[config.mk]
export PLATFORM = sky130hd
export DESIGN_NAME = mux_sel_scanner_flat
export DESIGN_NICKNAME = d
export VERILOG_FILES = /design/src/rtl/mux_sel_scanner_if.sv /design/src/rtl/mux_sel_scanner.sv /design/src/flat_wrapper.sv
export SDC_FILE = /design/constraint.sdc
export NUM_CORES = 1
export LEC_CHECK = 0
export BUFFER_PORTS_ARGS = -buffer_cell sky130_fd_sc_hd__clkbuf_2
export CAP_MARGIN = 20
export CORE_MARGIN = 2
export CORE_UTILIZATION = 45
export CTS_CLUSTER_DIAMETER = 50
export DETAILED_ROUTE_END_ITERATION = 7
export HOLD_SLACK_MARGIN = 0.08
export PLACE_DENSITY = 0.65
export SYNTH_ARGS = -nofsm -noshare
export SYNTH_HDL_FRONTEND = slang
export SYNTH_SLANG_ARGS = --single-unit
[constraint.sdc]
create_clock -name clk -period 4.55 [get_ports clk]
set_input_delay 0.6825 -clock clk [delete_from_list [all_inputs] [get_ports clk]]
set_output_delay 0.6825 -clock clk [all_outputs]
set_load 0.02 [all_outputs]
[src/rtl/mux_sel_scanner_if.sv]
// Bus between mux_sel_scanner and its surroundings: the start/busy/done
// handshake, the mux select lines, the mux output fed back and the
// captured word. parity_out exists only when SCAN_PARITY_EN is defined.
interface mux_sel_scanner_if;
  logic       start;
  logic       y_in;
  logic       s0;
  logic       s1;
  logic       s2;
  logic       busy;
  logic       done;
  logic [7:0] data_out;
`ifdef SCAN_PARITY_EN
  logic       parity_out;

  modport slave (
    input  start, y_in,
    output s0, s1, s2, busy, done, data_out, parity_out
  );
  modport master (
    output start, y_in,
    input  s0, s1, s2, busy, done, data_out, parity_out
  );
`else
  modport slave (
    input  start, y_in,
    output s0, s1, s2, busy, done, data_out
  );
  modport master (
    output start, y_in,
    input  s0, s1, s2, busy, done, data_out
  );
`endif
endinterface

[src/rtl/mux_sel_scanner.sv]
// mux_sel_scanner: walks an 8x1 mux select index 0..7, holds each index
// for DWELL settle cycles, samples the mux output once per index and
// presents the eight samples as data_out with a one-cycle done pulse.
// Optional macro SCAN_PARITY_EN adds parity_out (XOR of the captured word).
module mux_sel_scanner #(
  parameter int unsigned DWELL = 2
) (
  input  logic               clk,
  input  logic               rst_n,
  mux_sel_scanner_if.slave   bus
);

  typedef enum logic [1:0] {
    IDLE   = 2'd0,
    SETTLE = 2'd1,
    SAMPLE = 2'd2,
    FINISH = 2'd3
  } state_t;

  // Counter reload: SETTLE runs while the counter walks DWELL-1 down to 0.
  localparam logic [3:0] CNT_LOAD = 4'(DWELL - 1);

  state_t     state_q, state_d;
  logic [2:0] idx_q, idx_d;
  logic [3:0] cnt_q, cnt_d;
  logic [7:0] shadow_q, shadow_d;
  logic [7:0] data_q, data_d;
  logic       done_q, done_d;
`ifdef SCAN_PARITY_EN
  logic       parity_q, parity_d;
`endif

  // State register; every flop returns to zero on reset, including data_out.
  always_ff @(posedge clk or negedge rst_n) begin
    if (!rst_n) begin
      state_q  <= IDLE;
      idx_q    <= 3'd0;
      cnt_q    <= 4'd0;
      shadow_q <= 8'h00;
      data_q   <= 8'h00;
      done_q   <= 1'b0;
`ifdef SCAN_PARITY_EN
      parity_q <= 1'b0;
`endif
    end else begin
      state_q  <= state_d;
      idx_q    <= idx_d;
      cnt_q    <= cnt_d;
      shadow_q <= shadow_d;
      data_q   <= data_d;
      done_q   <= done_d;
`ifdef SCAN_PARITY_EN
      parity_q <= parity_d;
`endif
    end
  end

  // Next-state logic: settle, sample, advance index, publish on the last one.
  always_comb begin
    state_d  = state_q;
    idx_d    = idx_q;
    cnt_d    = cnt_q;
    shadow_d = shadow_q;
    data_d   = data_q;
    done_d   = 1'b0;
`ifdef SCAN_PARITY_EN
    parity_d = parity_q;
`endif
    case (state_q)
      IDLE: begin
        if (bus.start) begin
          state_d = SETTLE;
          idx_d   = 3'd0;
          cnt_d   = CNT_LOAD;
        end
      end
      SETTLE: begin
        if (cnt_q == 4'd0) begin
          state_d = SAMPLE;
        end else begin
          cnt_d = cnt_q - 4'd1;
        end
      end
      SAMPLE: begin
        shadow_d[idx_q] = bus.y_in;
        if (idx_q != 3'd7) begin
          idx_d   = idx_q + 3'd1;
          cnt_d   = CNT_LOAD;
          state_d = SETTLE;
        end else begin
          // idx stays at 7 through FINISH rather than wrapping to 0.
          state_d = FINISH;
        end
      end
      FINISH: begin
        data_d  = shadow_q;
        done_d  = 1'b1;
`ifdef SCAN_PARITY_EN
        parity_d = ^shadow_q;
`endif
        idx_d   = 3'd0;
        state_d = IDLE;
      end
      default: begin
        state_d = IDLE;
      end
    endcase
  end

  // Select lines come straight from the index register: no input-to-select path.
  assign bus.s0       = idx_q[2];
  assign bus.s1       = idx_q[1];
  assign bus.s2       = idx_q[0];
  // busy covers the whole scan plus the done cycle that follows FINISH.
  assign bus.busy     = (state_q != IDLE) || done_q;
  assign bus.done     = done_q;
  assign bus.data_out = data_q;
`ifdef SCAN_PARITY_EN
  assign bus.parity_out = parity_q;
`endif

endmodule

[src/flat_wrapper.sv]
// flat-port wrapper written by rule: the top's interface ports become plain ports
module mux_sel_scanner_flat 
#(
  parameter int unsigned DWELL = 2
)
  (clk, rst_n, bus_start, bus_y_in, bus_s0, bus_s1, bus_s2, bus_busy, bus_done, bus_data_out);
  mux_sel_scanner_if bus_i ();
  input  logic clk;
  input  logic rst_n;
  input wire logic [$bits(bus_i.start)-1:0] bus_start;
  input wire logic [$bits(bus_i.y_in)-1:0] bus_y_in;
  output wire logic [$bits(bus_i.s0)-1:0] bus_s0;
  output wire logic [$bits(bus_i.s1)-1:0] bus_s1;
  output wire logic [$bits(bus_i.s2)-1:0] bus_s2;
  output wire logic [$bits(bus_i.busy)-1:0] bus_busy;
  output wire logic [$bits(bus_i.done)-1:0] bus_done;
  output wire logic [$bits(bus_i.data_out)-1:0] bus_data_out;
  assign bus_i.start = bus_start;
  assign bus_i.y_in = bus_y_in;
  assign bus_s0 = bus_i.s0;
  assign bus_s1 = bus_i.s1;
  assign bus_s2 = bus_i.s2;
  assign bus_busy = bus_i.busy;
  assign bus_done = bus_i.done;
  assign bus_data_out = bus_i.data_out;
  mux_sel_scanner #(.DWELL(DWELL)) u_core (.clk(clk), .rst_n(rst_n), .bus(bus_i));
endmodule
# == Word-level counts from Yosys, hierarchy flattened ==
# Index checks and enable logic that the tools add are counted.
# word_totals
input_bits,4
out_inout_bits,13
ff_bits,26
word_cells,43
# classes
add_sub_neg,2
eq_ne,8
order_cmp,2
reduce_logical,10
n_mux,15
# ops
operator,count
4-bit two-way mux,3
4-bit case mux with 3 select lines,1
3-bit case mux with 3 select lines,1
8-bit bitwise mux,1
2-bit case mux with 4 select lines,1
2-bit two-way mux,3
3-bit two-way mux,2
3-bit nonzero test,2
"2-bit == test, second input constant",2
4-bit zero test,1
"3-bit by 4-bit less-than comparator with 1-bit output, second input constant",1
"2-bit by 1-bit inequality test with 1-bit output, second input constant",2
"2-bit inequality test, second input constant",2
4-bit AND reduction,1
"4-bit by 1-bit subtractor with 4-bit output, second input constant",1
"3-bit by 1-bit adder with 3-bit output, second input constant",1
1-bit demux with 3-bit select,1
"3-bit by 1-bit >= comparator with 1-bit output, second input constant",1
"3-bit inequality test, second input constant",1
3-bit AND reduction,1
"2-bit by 1-bit == test with 1-bit output, second input constant",1
2-bit zero test,1
1-bit two-way mux,2
2-bit AND reduction,1
other kinds (3),3

# == Depth between registers and ports, before layout ==
# Gate-level depths: netlist of run 1.
# logic_depth
ltp_word,5
mapped_depth,6
ltp_nobuf,6

# == Worst setup path before layout of run 1 ==
# No wires, ideal clock.
# synth_timing
kind,register to output
start,reg u_core.state_q[1]
end,out bus_busy
t_arrival_ns,1.024
stages_incl_launch_ff,3
slack_ns,2.844
path_cell_list,dfrtp_1 -> buf_6 -> or3_2
# synth_via
elab_chain_cells,2
# synth_rtl
item,line_no,source
from (decl),mux_sel_scanner.sv:23,"state_t state_q, state_d;"
from (signal assigned),mux_sel_scanner.sv:46,state_q <= state_d;
2-bit nonzero test,mux_sel_scanner.sv:115,assign bus.busy = (state_q != IDLE) || done_q;
1-bit logical OR,mux_sel_scanner.sv:115,
to (decl),flat_wrapper.sv:15,output wire logic [$bits(bus_i.busy)-1:0] bus_busy;
# No other way between the ends.

# == Final worst setup path of run 1 ==
# Ends and elaborated chain as after synthesis.

==> impl.org, run 1 <==
** Logic synthesis
- Dividing the synthesized area by the synthesized cell count gives 12.6 µm².
- Of all flip-flops after synthesis, the portion carrying an async set or reset was 100%.
- After technology mapping, the gate count stands at slightly below 100.
- FF+latch count, synth :: 26
- The number of different library cells used by synthesis comes to 35.
- Yosys mapped a number of flops with a built-in enable equal to 0.
- Prevailing post-synth register cell :: dfrtp_1
- After synthesis the cells add up to 0.00124 mm².
- Yosys warning count :: 0
- Mapped Nets :: 106
- Sequential area share after synthesis :: 52.5%

** Worst setup path
- Master of the slowest instance on the critical path :: dfrtp_1
- Required arrival time at the worst endpoint :: 3870 ps
- Arrival time at the worst endpoint :: 1490 ps
- Critical Path Source Type :: flip-flop
- Across all register-to-register paths, the minimum setup slack is 2850 ps.
- CP Class :: flip-flop to primary output
- In this run the worst path has a maximum fanout of 9.
- Chain of cells forming the critical path :: or3_2, clkbuf_2
- On the worst path, the slowest cell contributes a delay of 500 ps.
- Reg2Reg Capture Point :: u_core.cnt_q[1]
- The number of cells on the worst reg-to-reg path is 6.
- The worst register-to-register path begins at u_core.idx_q[1].
- CP endpoint kind :: primary output

** Floorplanning
- For this design the top-level I/O count stands at 17.
- From bottom edge to top edge, the die measures 56.5 µm.
- Once the floorplan was initialized, standard cells occupied 46.1% of the core.
- Std-Cell Rows :: 19
- Floorplan die area :: 0.00319 mm²
- In this run the horizontal extent of the chip is approximately 56 µm.
- Core footprint :: 0.00269 mm²

** STA
- Number of endpoints with negative hold slack in the final report :: 0
- Setup violations remaining at the end of the flow were counted as 0.
- Actual transition at the worst max-transition pin :: 633 ps
- In the finished design, the share of the clock period the worst path needs comes to 47.6%.
- Fmax achieved :: about 460 MHz
- Between clock sinks in the finished design, the worst skew comes to 8.62 ps.
- Final count of pins violating max slew :: 0
- Min Clock Period, post-route :: 2170 ps
- Setup repair after global routing left no endpoint under its margin.
- Setup total negative slack on the finished layout was measured at 0 ps.
- Measured against its own limit, the worst slew margin works out to approximately 58%.

** Power
- Summed over all cells, the static leakage comes to ~0.00067 µW.
- The design draws 810 µW.
- Pwr/cell area :: 587 mW/mm²
- IR analysis of the VDD net gives a maximum drop of 0.000319 V.

** Route
- For this block, the routed nets add up to 1.89 mm of wire.
- In the final routed layout, each cell accounts on average for ~13 µm.
- Via count normalized by instance count :: 5.23
- Drt first-iter violations :: 13
- Number of antenna-violating nets in the routed design :: 0
- Detailed-router iteration count before antenna repair :: 4
- Overall via count from detail_route :: 763
- Final routed DRC violation total :: 0

** CTS
- Hold buffer count at CTS :: 0
- CTS placed an instance of clkbuf_4 at the clock tree root.
- Clock insertion delay at the later pin of the skew report :: 320 ps
- The number of gates resized after CTS was 0.
- Post-CTS Setup Bufs :: 0
- TritonCTS built the clock tree.
- Clock tree synthesis inserted a total of 3 buffers.
- CTS built an H-tree with a depth of 1.
- Clock-pin slew was measured on the worst setup and hold paths at ~140 ps.
- The clock net in this run drives a total of 26 sinks.
- Deepest clock path buffer count :: 2

** Finish
- The area growth from synthesis to layout is 11.4%.
- Layout net count :: 124
- Share of post-route cells with drive strength above 1 :: 40.9%
- Antenna diode count :: 0
- For this run, the share of the core covered by cells in the final layout is 51.4%.

** Placed design
- Count of buffers inserted at the top-level ports :: 16
- Final weighted congestion of routability-driven global placement :: 0.703
- Summed over all nets, the half-perimeter wirelength after detailed placement is 1.44 mm.

** Global route
- The global routing stage identified its most utilized layer as met2.
- GR Layer Usage met2 :: ~22%
- Global routing finished with a remaining overflow of 0.
- Global routing used 14.4% of the available tracks across all layers.
- The first global-routing pass estimated about 3.6 mm of wire.
- Met1 global-route usage :: 20.1%
- For met3 alone, demand over resource in global routing was 2.30%.
- The initial antenna violation count is 0.
- Vias in the first global route :: 818
- Largest net degree at the start of global routing :: 27

** Run
- Max-cap viol count :: 0

** Run status
- The run finished with clean final reports.

** Worst hold path
- Worst min path class :: input port to asynchronous set/reset pin
-- layer usage --
metal  vias to the layer above  wire length [µm]  share of wire, %
met2                        12               905                48
met3                         2                77               4.1
li1                        376                 -                 -
met1                       373               889                47
met5                         -                 0                 0
met4                         0                19               1.0
-- report_power, final --
group	switching [µW]	internal [µW]	total (µW)
sequential	58.6	296	355
clock	68.6	89.1	158
combinational	161	137	298
total	288	523	810
-- layout by cell type (no fill, tap or decap), drive strengths merged, types with 3 or more instances in the layout --
| cell | n |
|---|---|
| nor2b | 3 |
| nor3b | 3 |
| o21ai | 5 |
| mux2 | 16 |
| dfrtp | 26 |
| inv | 4 |
| nand2 | 7 |
| nor2 | 3 |
| clkbuf | 19 |
| nand3 | 3 |
| ha | 4 |
-- worst max-delay path by stage --
stage / startpoint / end / cells after the start
global placement: u_core.state_q[1] / bus_busy / 2
CTS: u_core.state_q[1] / bus_busy / 2
floorplan: u_core.state_q[1] / bus_busy / 2
detailed placement: u_core.state_q[1] / bus_busy / 2
finish: u_core.state_q[1] / bus_busy / 2
global route: u_core.state_q[1] / bus_busy / 2
-- Yosys cell counts (all sizes together), types with 2 or more instances --
cell type  count  area, µm²
nand2          7       31.3
mux2          16        180
dfrtp         26        651
a21oi          2       10.0
nor3b          3       32.5
inv            4       15.0
nand3b         2       15.0
and2b          2       16.3
mux2i          2       20.0
nor2           3       13.8
ha             4       50.1
nor2b          3       28.8
nand3          3       15.0
buf            3       30.0
nor3           2       10.0
o31ai          2       15.0
o21ai          5       28.8
nand2b         2       20.0
-- registers in the layout, summed over array words and instances (netlist names) --
| signal | count |
|---|---|
| u_core.bus.data_out | 8 |
| u_core.shadow_q | 8 |
| u_core.cnt_q | 4 |
| u_core.idx_q | 3 |
| u_core.state_q | 2 |
| u_core.bus.done | 1 |
-- final cells by class --
type	instances	area, µm²
clock buffer	3	22.5
sequential	26	651
clock inverter	1	30.0
multi-input combinational	65	543
tap	31	38.8
timing repair buffer	16	80.1
fill	245	1310
inverter	4	15.0
-- metrics by stage --
| stage | setup slack, ps | hold WS [ps] | cells | instance area [µm²] |
|---|---|---|---|---|
| finish | 2380 | 352 | 146 | 1380 |
| detailed placement | 2740 | 476 | 142 | 1330 |
| global route | 2320 | 400 | 146 | 1380 |
| global placement | 2770 | 472 | 142 | 1330 |
| CTS | 2360 | 368 | 146 | 1380 |
| floorplan | 2840 | 387 | 98 | 1240 |
-- worst max-delay path, delay by kind of cell (launching register included) --
family | cells | cell delay [ps]
buffers and inverters | 1 | 160
DFF | 1 | 500
and+or+nand+nor | 1 | 500
-- kinds of logic (layout without fill, tap and decap cells) --
| family | count (synthesis) | count (layout) | share of synthesized area, % |
|---|---|---|---|
| adders and majority gates | 4 | 4 | 4.04 |
| and+or+nand+nor | 31 | 31 | 17.1 |
| AOI/OAI and AO/OA | 11 | 11 | 5.86 |
| xor gates and xnor gates | 1 | 1 | 0.707 |
| buffers and inverters | 7 | 24 | 3.64 |
| muxes | 18 | 18 | 16.2 |
| DFF | 26 | 26 | 52.5 |
Power figures use the tool's default switching activity.
==> inputs of run 2 (changes only) <==
PLACE_DENSITY = 0.67   (was 0.65)
clock period = 1.76 ns   (was 4.55 ns; I/O delays follow)
==> run 2 against run 1 <==
  * Via count increased by 4.1%
  * Design area rose by 3.1%
  * Total power grew to 2.7 times the previous value
  * Die area stayed put
  * Non-clock buffer count grew 5
  * Critical path depth did not move
  * Global-route usage up 1.0 points
==> impl.org, run 2 (same netlist as run 1, synthesis figures left out) <==
** Floorplanning
- Std-Cell Rows :: 19
- Floorplan die area :: 0.00319 mm²
- Core footprint :: 0.00269 mm²
- Die height :: approximately 56 µm
- Die Width :: between 50 and 60 µm
- In this run the count of I/O pins placed on the die edge is 17.
- Once the floorplan was initialized, standard cells occupied a little under half of the core.

** Worst setup path
- Flop2flop setup slack :: 260 ps
- The critical path goes through or3_2, clkbuf_2.
- CP Class :: flip-flop to primary output
- Master of the slowest instance on the critical path :: dfrtp_2
- The startpoint identified for the worst register-to-register timing path is u_core.cnt_q[0].
- The worst setup path is launched from a flip-flop.
- The worst register-to-register path has a depth of 6.
- The worst setup path is captured at a primary output.
- Required arrival time at the worst endpoint :: 1500 ps
- Worst stage delay on the critical path :: 490 ps
- Arrival time at the worst endpoint :: 1440 ps
- The endpoint identified for the worst register-to-register timing path is u_core.cnt_q[0].
- Along the worst path, the maximum fanout reaches 7.

** CTS
- Clock tree synthesis inserted a total of 3 buffers.
- The clock reaches the later pin of the worst-skew pair after 320 ps.
- Clock-pin slew was measured on the worst setup and hold paths at 150 ps.
- Deepest clock path buffer count :: 2
- Clock tree from TritonCTS :: built
- Root buffer cell :: clkbuf_4
- In this run the number of H-tree levels came out at 1.
- Number of sinks driven by the clock tree :: 26

** Worst hold path
- Hold_sp :: bus_y_in
- Worst min path class :: input port to flip-flop
- The worst hold path passes through 2 cells.
- Hold-critical path endpoint :: u_core.shadow_q[5]

** Power
- Pwr/cell area :: between 1500 and 2000 mW/mm²
- Maximum vdd drop :: 0.000878 V
- For this design the static power due to leakage is 0.000689 µW.

** Global route
- Vias in the first global route :: 853
- Wire length of the first global-routing pass :: about 3.8 mm
- Number of antenna violations at the first check in global routing :: 0
- Final global-route overflow total :: 0
- Global routing used between 15 and 20% of the available tracks.
- Largest net degree at the start of global routing :: 27

** Placed design
- Pre-CTS WS :: around 230 ps
- Buffers placed on the I/O ports in this run total 16.
- The congestion estimate from routability-driven global placement came to 0.712.
- The wire-length estimate of the detail-placed layout is 1.55 mm.
- Summing all placed instances gives a cell area of 0.00135 mm².

** Finish
- Layout net count :: 129
- The repair_antennas step left the layout with diodes totalling 0.
- Final cell area excluding filler cells :: 0.00142 mm²
- Share of post-route cells with drive strength above 1 :: 44.2%
- Fillers :: 245
- Most common library cell in the layout ignoring fill and taps :: dfrtp_1
- Cells fill between 50% and 60% of the core in the end.
- Area added between synthesis and finish :: 14.8%
- Top library cells by usage in the layout, fill and taps aside :: 24 x dfrtp_1, 16 x clkbuf_2, 14 x mux2_2

** STA
- Worst Clk Skew :: 7.95 ps
- The final-report max-slew violation count was 0.
- Setup-violating endpoint count in the final report :: 0
- The total count of hold-check failures in the final report came to 0.
- Min Clock Period, post-route :: ~1700 ps
- Worst slew margin relative to its limit :: a little under three fifths
- Setup total negative slack :: 0 ps
- Worst setup margin :: 59.8 ps
- The final critical path takes up 96.6% of the cycle.
- For the pin with the worst max-slew slack, the measured transition is 643 ps.
- Derived from the worst setup path, the maximum achievable clock frequency is a little under 600 MHz.
- Hold timing on the final database bottoms out at a slack of 277 ps.

** Route
- After detailed routing, the number of vias per cell comes to between 5 and 6.
- In the routed design, unresolved DRC markers number 0.
- Once detail routing completed, the nets flagged for antenna violations numbered 0.
- Routed wirelength normalized by instance count :: ~14 µm
- DRT Wirelength :: roughly 2.1 mm
- The first detailed-routing pass took 4 iterations.
- For this block, the initial DRC count from the detailed router was 7.
- Summing over every cut layer, the via total after detailed routing is 794.

** Run
- The tool flagged a number of max-cap violations equal to 0.

** Run status
- Outcome :: completed
-- run 2: through the flow --
step	std cells	total power [µW]
detailed placement	145	1740
floorplan	98	1520
CTS	150	2160
global placement	145	1700
finish	151	2150
global route	151	2310
-- run 2: area by class of cell --
class,instances,area [µm²],area share (%)
Sequential cell,26,653,45.9
Multi-Input combinational cell,65,543,38.2
Timing Repair Buffer,21,120,8.44
Clock buffer,3,22.5,1.58
Inverter,4,15.0,1.06
Clock inverter,1,30.0,2.11
Tap cell,31,38.8,2.73
-- run 2: layer usage --
metal	up-vias	wire length (µm)	part of all wire [%]	global-route usage (%)
li1	383	-	-	-
met1	391	1020	48	20.6
met2	18	1010	47	24.3
met3	2	80	3.8	3.23
met4	0	17	0.80	6.46
met5	-	0	0	0
-- run 2: report_power, final --
part	internal, µW	switching, µW	leakage, µW
registers	771	122	0.000330
clock network	230	178	0.0000279
logic	383	468	0.000331
total	1380	768	0.000689
-- run 2: worst max-delay path by stage --
stage	end	slack, ps	depth (start not counted)	from
finish	bus_busy	60	2	u_core.state_q[0]
global route	bus_busy	-0.9	2	u_core.state_q[0]
CTS	bus_busy	6	2	u_core.state_q[1]
detailed placement	u_core.shadow_q[3]	230	4	u_core.state_q[1]
global placement	u_core.shadow_q[3]	290	4	u_core.state_q[1]
floorplan	u_core.cnt_q[1]	160	6	u_core.idx_q[0]
-- run 2: critical path, delay by kind of cell, from the launching register on --
family / cells / cell delay, ps
simple gates: 1 / 460
flops: 1 / 490
buf+inv: 1 / 170
-- run 2: what timing repair did --
action / 4_1_cts / 5_1_grt
gates resized for setup: 1 / 1
setup buffers: 0 / 1
endpoints found under the hold margin: 26 / 0
hold buffers: 1 / 0
endpoints found under the setup margin: 1 / 1
==> inputs of run 3 (changes only) <==
SETUP_SLACK_MARGIN = 0.15   (was default)
==> run 3 against run 2 <==
  * Worst setup slack improved by 150 ps
  * Combinational power rose by 11%
  * Hold slack improved by 5.3 ps
  * Non-clock buffer count rose by 1
  * Flip-flop and latch count did not move
  * Maximum frequency rose by 9.9%
  * Highest routed layer unchanged
==> impl.org, run 3 (same netlist as run 1, synthesis figures left out) <==
** Run status
- The run finished with clean final reports.

** Floorplanning
- The core region is 0.00269 mm².
- The initialized floorplan defines 19 standard-cell rows.
- Die height :: 56.5 µm
- The floorplan step defined a die boundary enclosing 0.00319 mm².
- For this configuration, the core starts out at a cell density of a little under half.
- 17 I/O pins were placed.
- In this run the horizontal extent of the chip is 56.5 µm.

** Power
- The share of total power dissipated in the clock network is 18.5%.
- Cell internal power was estimated by the tool at between 1000 and 1500 µW.
- Overall power :: 2230 µW
- Maximum vdd drop :: 0.000886 V
- Combinational logic burns 42.4% of the power.
- Net switching is a little over a third of the power.
- Pwr/cell area :: 1540 mW/mm²
- In this run the power spent charging and discharging nets is 787 µW.
- Registers are responsible for 39.1% of the overall power.
- Summed over all cells, the static leakage comes to ~0.0007 µW.

** CTS
- TritonCTS Buffers :: 3
- Clock insertion delay at the later pin of the skew report :: 320 ps
- Clock tree from TritonCTS :: built
- After clock tree synthesis, the clock-pin slew on the worst setup and hold paths is 150 ps.
- Number of sinks driven by the clock tree :: 26
- Root buffer cell :: clkbuf_4
- Number of levels the H-tree was split into :: 1
- Deepest clock path buffer count :: 2

** Placed design
- Port buffering added 16 buffers.
- Post-placement cell count :: 145
- Post-Place Cell Area :: 0.00135 mm²
- Final weighted congestion of routability-driven global placement :: just over 0.7
- Once detailed placement completed, the half-perimeter wirelength came to 1.55 mm.

** Finish
- The area growth from synthesis to layout is 16.6%.
- Top library cells by usage in the layout, fill and taps aside :: 24 x dfrtp_1, 15 x clkbuf_2, 14 x mux2_2
- The final layout contains 130 nets.
- Antenna diode count :: 0
- Final std cells w/o fill :: 152
- Final cell area excluding filler cells :: 0.00144 mm²
- Leaving out fill and tap cells, the most frequent cell in the layout is dfrtp_1.
- The post-route netlist has 44.6% of its cells at a drive strength greater than 1.

** STA
- Fmax achieved :: 647 MHz
- Worst Clk Skew :: 6.21 ps
- Minimum hold slack :: ~280 ps
- Setup repair after global routing missed its margin :: no
- Final period util :: 87.9%
- Final count of pins violating max slew :: 0
- Number of endpoints with negative hold slack in the final report :: 0
- Actual transition at the worst max-transition pin :: roughly 630 ps
- Headroom to the max-slew limit came out at 57.9%.
- Setup total negative slack :: 0 ps
- The clock period could shrink to 1550 ps.
- Setup violations remaining at the end of the flow were counted as 0.

** Route
- DRT Wirelength :: around 2.2 mm
- Detailed-router iteration count before antenna repair :: 4
- The detailed router finished its first iteration with 5 violations.
- Using the TritonRoute via totals, the vias-per-cell ratio works out to 5.32.
- Number of antenna-violating nets in the routed design :: 0
- The routed layout has 809 vias.
- For this run, design rule violations remaining after detail routing come to 0.
- Routed wirelength normalized by instance count :: 14.4 µm

** Global route
- Global-route usage over all layers :: 15.9%
- Final global-route overflow total :: 0
- The via count of the first global-routing pass is between 800 and 900.
- Wire length of the first global-routing pass :: 3.93 mm
- Number of antenna violations at the first check in global routing :: 0
- Largest net degree at the start of global routing :: 27

** Worst setup path
- CP endpoint kind :: primary output
- STA puts the critical path data arrival time at 1280 ps.
- Required arrival time at the worst endpoint :: 1500 ps
- Max Fanout on Critical Path :: 2
- CP Class :: flip-flop to primary output
- Critical Path Source Type :: flip-flop

** Run
- Max-cap violations in this run came to 0.

** Worst hold path
- Worst min path class :: input port to flip-flop
## run 3: metrics by stage
stage	util, %	worst slack [ps]
final	53.7	213
after global routing	53.7	151
after CTS	53.7	189
after detailed placement	50.3	234
after global placement	50.3	286
after floorplan	-	156
## run 3: layout make-up
type                    instances  area, µm²
repair buffers                 22        138
clock buffers                   3       22.5
clock inverters                 1       30.0
well taps                      31       38.8
multi-input cells              65        547
flip-flops and latches         26        653
fillers                       244       1240
inverters                       4       15.0
## run 3: path summary, 6_finish.rpt
path | startpoint | end | slack [ps] | cells after the start
max in group asynchronous | rst_n | u_core.state_q[0] | 830 | 2
min in group asynchronous | rst_n | u_core.idx_q[0] | 470 | 2
hold / removal | bus_y_in | u_core.shadow_q[5] | 280 | 2
hold reg to reg | u_core.shadow_q[5] | u_core.shadow_q[5] | 510 | 1
setup reg to reg | u_core.cnt_q[0] | u_core.cnt_q[0] | 280 | 6
setup / recovery | u_core.state_q[1] | bus_busy | 210 | 2
## run 3: critical path, cell delays in order, from the launching register on
cell and delay (ps):
dfrtp_2 440, or3_4 390, buf_8 140
## run 3: power groups by stage
stage	sequential (µW)	clock (µW)	combinational (µW)
floorplan	990	0	528
detailed placement	917	0	823
global route	894	447	1040
global placement	905	0	795
CTS	873	419	939
finish	871	411	944
## run 3: timing repair
item / 4_1_cts / 5_1_grt
hold buffers: 1 / 0
setup endpoints to repair: 1 / 1
hold endpoints to repair: 26 / 0
setup buffers: 2 / 0
gates resized for setup: 5 / 1
## run 3: per-layer routing
layer,routed length [µm],global-route usage [%],part of all wire [%]
met1,1050,21.5,48
met2,1010,25.1,46
met3,83,3.00,3.8
met4,34,6.46,1.6
met5,0,0,0
